===== config.mk =====
export PLATFORM = sky130hd
export DESIGN_NAME = fetch_pc_unit
export DESIGN_NICKNAME = d
export VERILOG_FILES = /design/src/rtl/fetch_pc_unit.sv
export SDC_FILE = /design/constraint.sdc
export NUM_CORES = 1
export LEC_CHECK = 0
export ABC_AREA = 1
export BUFFER_PORTS_ARGS = -buffer_cell sky130_fd_sc_hd__buf_2
export CORE_AREA = 2 2 116 118
export CTS_BUF_LIST = sky130_fd_sc_hd__clkbuf_4
export CTS_CLUSTER_SIZE = 28
export DETAILED_ROUTE_END_ITERATION = 8
export DIE_AREA = 0 0 118 120
export PLACE_DENSITY_LB_ADDON = 0.12
export SLEW_MARGIN = 20
export SYNTH_ARGS = -nofsm -noshare
export SYNTH_HDL_FRONTEND = slang
export SYNTH_SLANG_ARGS = --single-unit

===== constraint.sdc =====
create_clock -name clk -period 1.65 [get_ports clk]
set_input_delay 0.0825 -clock clk [delete_from_list [all_inputs] [get_ports clk]]
set_output_delay 0.0825 -clock clk [all_outputs]
set_load 0.05 [all_outputs]

===== src/rtl/fetch_pc_unit.sv =====
// Fetch-stage PC register and single-entry instruction buffer.
// Issues one level-held fetch request at a time and holds the result until the PC advances.
module fetch_pc_unit #(
    parameter logic [31:0] RESET_PC = 32'hBFC00000
) (
    input  logic        clk,
    input  logic        reset,
    input  logic        pc_stall,
    input  logic [2:0]  pc_src,
    input  logic [31:0] jump_target,
    input  logic [31:0] except_vector,
    input  logic [31:0] epc,
    input  logic [31:0] branch_target,
    input  logic [31:0] bp_target,
    output logic        inst_req,
    output logic [31:0] inst_addr,
    input  logic        inst_ack,
    input  logic [31:0] inst_rdata,
    output logic [31:0] if_pc,
    output logic [31:0] if_inst,
    output logic        if_valid,
    output logic        if_addr_err,
    output logic        if_stall
);

    // state | meaning
    // FETCH | request outstanding or about to issue; if_stall high
    // FULL  | instruction (or AdEL marker) buffered; waits for pc_stall release

    typedef enum logic {
        FETCH = 1'b0,
        FULL  = 1'b1
    } state_t;

    state_t      state, state_nxt;
    logic [31:0] pc, pc_nxt, next_pc;
    logic        rst_hold;
    logic        misaligned;
    logic        load_buf;
    logic [31:0] buf_inst, buf_pc;
    logic        buf_err;

    assign misaligned = (pc[1:0] != 2'b00);

    // rst_hold blocks the first cycle after reset so the first request lands one cycle later.
    assign inst_req  = (state == FETCH) && !misaligned && !rst_hold && !reset;
    assign inst_addr = pc;
    assign if_valid  = (state == FULL) && !reset;
    assign if_stall  = (state == FETCH) || reset;

    always_comb begin
        next_pc = pc + 32'd4;
        case (pc_src)
            3'd0:    next_pc = jump_target;
            3'd1:    next_pc = except_vector;
            3'd2:    next_pc = epc;
            3'd3:    next_pc = branch_target;
            3'd5:    next_pc = bp_target;
            default: next_pc = pc + 32'd4;
        endcase
    end

    always_comb begin
        state_nxt = state;
        pc_nxt    = pc;
        load_buf  = 1'b0;
        buf_inst  = 32'd0;
        buf_pc    = pc;
        buf_err   = 1'b0;
        case (state)
            FETCH: begin
                if (!rst_hold) begin
                    if (misaligned) begin
                        load_buf  = 1'b1;
                        buf_err   = 1'b1;
                        state_nxt = FULL;
                    end else if (inst_ack) begin
                        load_buf  = 1'b1;
                        buf_inst  = inst_rdata;
                        state_nxt = FULL;
                    end
                end
            end
            FULL: begin
                if (!pc_stall) begin
                    pc_nxt    = next_pc;
                    state_nxt = FETCH;
                end
            end
            default: state_nxt = FETCH;
        endcase
    end

    always_ff @(posedge clk) begin
        if (reset) begin
            state       <= FETCH;
            pc          <= RESET_PC;
            rst_hold    <= 1'b1;
            if_inst     <= 32'd0;
            if_pc       <= 32'd0;
            if_addr_err <= 1'b0;
        end else begin
            state    <= state_nxt;
            pc       <= pc_nxt;
            rst_hold <= 1'b0;
            if (load_buf) begin
                if_inst     <= buf_inst;
                if_pc       <= buf_pc;
                if_addr_err <= buf_err;
            end
        end
    end

endmodule


## Yosys cells after proc, flatten, opt, wreduce, memory -nomap -nowiden

Index checks and enable logic that the tools add are counted.

- Flip-flop bits (word level): 99
- Input port bits: 199
- Output and inout port bits: 100

- $add $sub $neg: 1
- Eq/ne operators: 4
- Mux-type cells: 15
- Bitwise operators: 2
- Reduce and logical (&&, ||, !) cells: 11

Operator list:

| cell | count |
|---|---|
| $pmux 32 s5 | 1 |
| $mux 32 | 4 |
| $add 32x3->32 const B | 1 |
| $mux 1 | 9 |
| $eq 3x2->1 const B | 2 |
| $logic_and 1x1->1 | 4 |
| $eq 3x1->1 const B | 1 |
| $eq 3x3->1 const B | 1 |
| $logic_not 1->1 | 3 |
| $logic_not 3->1 | 1 |
| $not 1->1 | 2 |
| $pmux 1 s2 | 1 |
| $reduce_and 2->1 | 1 |
| $reduce_bool 2->1 | 1 |
| $logic_or 1x1->1 | 1 |

## Longest topological paths before layout

- Word-level depth: 5
- Mapped depth: 12
- Depth with buffers taken out: 11

## Worst setup path before layout

OpenSTA, ideal clock, no wires.

- Kind: flip-flop to output port
- Start point: reg pc[0], in the netlist inst_addr[0]
- End point: out inst_req
- Arrival: 2,261 ps
- Setup slack: -693 ps
- Stages on the path, launching flop included: 4
- Buffers on the path: 0
- Path through: dfxtp_1 nor2_2 inv_1 nor4_1

- Cells in the longest elaborated chain, start to end: 5

Ends and longest elaborated chain:

| item | line | source |
|---|---|---|
| start, declared | 36 | `logic [31:0] pc, pc_nxt, next_pc;` |
| start signal, assigned | 104 | `pc <= pc_nxt;` |
| $reduce_bool 2->1 | 43 | `assign misaligned = (pc[1:0] != 2'b00);` |
| $logic_not 1->1 | 46 | `assign inst_req = (state == FETCH) && !misaligned && !rst_hold && !reset;` |
| $logic_and 1x1->1 (3 in a row) | 46 |  |
| end, declared | 15 | `output logic inst_req,` |

Every way passes these cells.

## Worst setup path in the final report

- Start point: reg state
- End point: out if_valid

- Cells in the longest elaborated chain, start to end: 1

Ends and longest elaborated chain:

| item | line | source |
|---|---|---|
| start, declared | 35 | `state_t state, state_nxt;` |
| start signal, assigned | 103 | `state <= state_nxt;` |
| $logic_and 1x1->1 | 48 | `assign if_valid = (state == FULL) && !reset;` |
| end, declared | 21 | `output logic if_valid,` |

Every way passes these cells.

==> metrics list <==
* DP Area: 7445 um^2
* Y dimension of the die: around 120 um
- Overall power consumption after layout is estimated at slightly above 6 mW.
- Critical path's top delay family: flip-flops
- Hold is met by around 9 ps.
* Fin crit period: 1525 ps
* Setup slack after layout: 125.0 ps
- With fillers left out, the area of the finished cells amounts to between 8000 and 9000 um^2.
- The worst setup path is of the reg2out kind.
* Number of cells in the finished layout apart from fillers: 1474
- The number of global-route vias before repair came to between 7000 and 8000.
- Maximum number of pins on one net before global-route repair: 47
* Routed vias: approximately 7700
* Met2 track utilization from global routing: 0.5360
- Prior to clock tree synthesis, the placed netlist has a worst setup slack of around 70 ps.
- Summed over all nets, the half-perimeter wirelength after detailed placement is approximately 16000 um.
- Standard cell core area: 12980 um^2
* Data arrival, critical path: about 1400 ps
* Number of DRC violations after detailed-routing iteration 0: 654
- Layout cell share with drive strength beyond 1: 0.3005
* Result of the run: complete, no violations
* Critical path required time: roughly 1600 ps
* Final Hold Violating Endpoints: 0
- Total DRC errors in the routed layout: 0
- The root buffer cell chosen for the clock tree is clkbuf_4.
* Area delta synth->final: 55.47%
- Clock Skews: ~18 ps
* Worst-case clock buffer depth: 2
- GRT busiest layer: met2
- The Yosys step of the flow raised 0 warnings.
* Cell at the slowest stage of the critical path: dfxtp_1
- Startpoint type of the worst setup path: flip-flop
* Sequential share of the synthesized area: 0.3539
- After global routing the overflow that remains totals 0.
* Worst skew pair latency: approximately 470 ps
* Num Clock Sinks: between 90 and 100
- Number of maximum-capacitance violations: 0
- In this run the worst path has a maximum fanout of 3.
* Clock tree from TritonCTS: yes
- The critical path runs through a total of 3 cells.
- Crit end category: output pin
- Post-DR wirelength/cell: approximately 15 um
- At the pin with the least slew margin, the transition time is 380.4 ps.
- Instance count along the most critical hold path: 5
* Setup TNS: 0 ps
* Path class of the lowest-slack min-delay path: in2reg
- DRT antenna net count: 0
- Power spread over the standard cell area amounts to approximately 700 nW/um^2.
- Of the available clock period, the critical path in the final layout requires 0.9242.
- The number of antenna diodes in the final layout is 0.
- Synthesized cell area: about 5600 um^2
- Each instance of the synthesized netlist takes up on average about 6.3 um^2.
- Ports: around 300
- Syn_nets: roughly 1100
* GRT met1 Usage: 0.3682
- For this run, the share of the core covered by cells in the final layout is 0.6708.
- Critical path cell sequence: inv_1, nor2_2, buf_2
- Initial antenna violation count: 0
- Routability cong.: approximately 0.94
- The final max-slew violation count came to 0.
- Async S/R FF share, synth: 0
- Total of endpoints with negative setup slack in the final report: 0
- Count of cell types in the netlist: 38
- In this run the tightest slew margin relative to its limit is 0.7461.
- After synthesis the netlist holds a flip-flop and latch count of around 100.
- Total die area: between 10000 and 15000 um^2
* Clock H-tree levels: 3
- Nets: about 1500
* TritonCTS Buffers: 9
- The number of buffers and inverters on the critical path is 2.
- Mean number of vias per cell: around 5.2
- Port Buffers: between 200 and 300
- Horizontal extent of the die: between 100 and 150 um
- Peak supply drop: ~480 uV
* Total GRT Usage: 0.3181
- TritonRoute pass-1 iters: 6
- The number of cells on the worst reg-to-reg path is 8.
- The first global-routing pass estimated between 30000 and 40000 um of wire.
- Number of synthesized flops with an enable pin: 0
- After detailed routing, the total wire length is 22840 um.
- The analysis attributes to cell leakage a power of between 4 and 5 nW.
* Clock slew at the register clock pins of the worst setup and hold paths: between 150 and 200 ps
- The floorplan has 42 rows.
* Highest attainable clock frequency: about 660 MHz
- In the synthesized netlist, the number of instances is around 900.
* Top_reg_cell synth: dfxtp_1
* Initial core utilization: 0.4315
- For this run, global-route usage on met3 was measured as 0.09743.
* Cell Count Post-Placement: 1350
* Delay of the slowest critical-path stage: approximately 430 ps
==> flip-flops by register name, indices dropped and copies added (netlist names) <==
signal / flops
if_inst: 32
if_addr_err: 1
rst_hold: 1
state: 1
inst_addr: 32
if_pc: 32
==> logic make-up after synthesis <==
group                      count (synthesis)  share of synthesized area
xor gates and xnor gates                   8                    0.01251
and+or+nand+nor                          514                     0.3905
buffers and inverters                     97                    0.07417
AOI/OAI and AO/OA                        175                     0.1667
adders and majority gates                  1                   0.002234
DFF                                       99                     0.3539
==> report_power, final <==
group          leakage [nW]  internal (mW)  total, mW  switching (mW)
Combinational          3.41          0.749       2.05            1.31
Clock                0.0738          0.458       1.32           0.859
Sequential            0.814           2.55       2.68           0.123
==> metal layers <==
layer	vias to the layer above	share of wire
met2	376	0.48
met1	3443	0.39
met4	0	0.045
met5	-	0
li1	3747	-
met3	89	0.087
==> cells in the mapped netlist, types with 7 or more instances <==
| cell type | count | share of area |
|---|---|---|
| nand4_1 | 53 | 0.059 |
| dfxtp_1 | 99 | 0.35 |
| nor2_2 | 8 | 0.0089 |
| nand2_1 | 327 | 0.22 |
| o21ai_0 | 55 | 0.049 |
| a21oi_1 | 99 | 0.088 |
| nand3_1 | 23 | 0.021 |
| clkbuf_1 | 23 | 0.015 |
| buf_2 | 24 | 0.021 |
| a22o_1 | 7 | 0.011 |
| nor2_1 | 85 | 0.057 |
| inv_1 | 37 | 0.025 |
==> final timing paths <==
| kind | from | end | slack [ps] |
|---|---|---|---|
| max | state$_SDFF_PP0_ | if_valid | 130 |
| min | jump_target[5] | inst_addr[5]$_SDFFE_PP0P_ | 9 |
| max reg2reg | inst_addr[3]$_SDFFE_PP0P_ | inst_addr[14]$_SDFFE_PP0P_ | 130 |
| min reg2reg | if_inst[19]$_SDFFE_PP0P_ | if_inst[19]$_SDFFE_PP0P_ | 470 |
==> layout by cell type, fill, tap and decap left out, types with 5 or more instances in the layout <==
| master | count |
|---|---|
| nand2_1 | 327 |
| buf_2 | 297 |
| dlygate4sd3_1 | 108 |
| a21oi_1 | 99 |
| dfxtp_1 | 87 |
| nor2_1 | 80 |
| o21ai_0 | 55 |
| nand4_1 | 53 |
| inv_1 | 37 |
| buf_4 | 31 |
| nand3_1 | 23 |
| nor2_2 | 11 |
| dfxtp_2 | 10 |
| clkbuf_4 | 9 |
| a22o_1 | 7 |
| buf_12 | 7 |
| nor3_1 | 6 |
| xor2_1 | 6 |
| nor2_4 | 5 |
==> worst register-to-register path, cell delays in order (launching register included) <==
cell and delay [ps]:
dfxtp_4 410, ha_1 220, nand3_4 130, inv_2 110
nand2_4 90, nor2_8 150, xor2_1 160, nand2_1 70
a21oi_1 130
==> final cells by class <==
| type | count | area [um^2] |
|---|---|---|
| Fill cell | 1208 | 4273 |
| Multi-Input combinational cell | 698 | 3239 |
| Timing Repair Buffer | 444 | 2955 |
| Sequential cell | 99 | 2002 |
| Tap cell | 176 | 220.2 |
| Inverter | 42 | 157.7 |
| Clock buffer | 9 | 67.56 |
| Clock inverter | 6 | 65.06 |
==> what timing repair did <==
action	CTS	global route
setup endpoints to repair	0	15
gates resized for setup	0	14
hold endpoints to repair	62	0
buffers inserted	0	1
hold buffers	108	0
(Power assumes the default switching activity.)
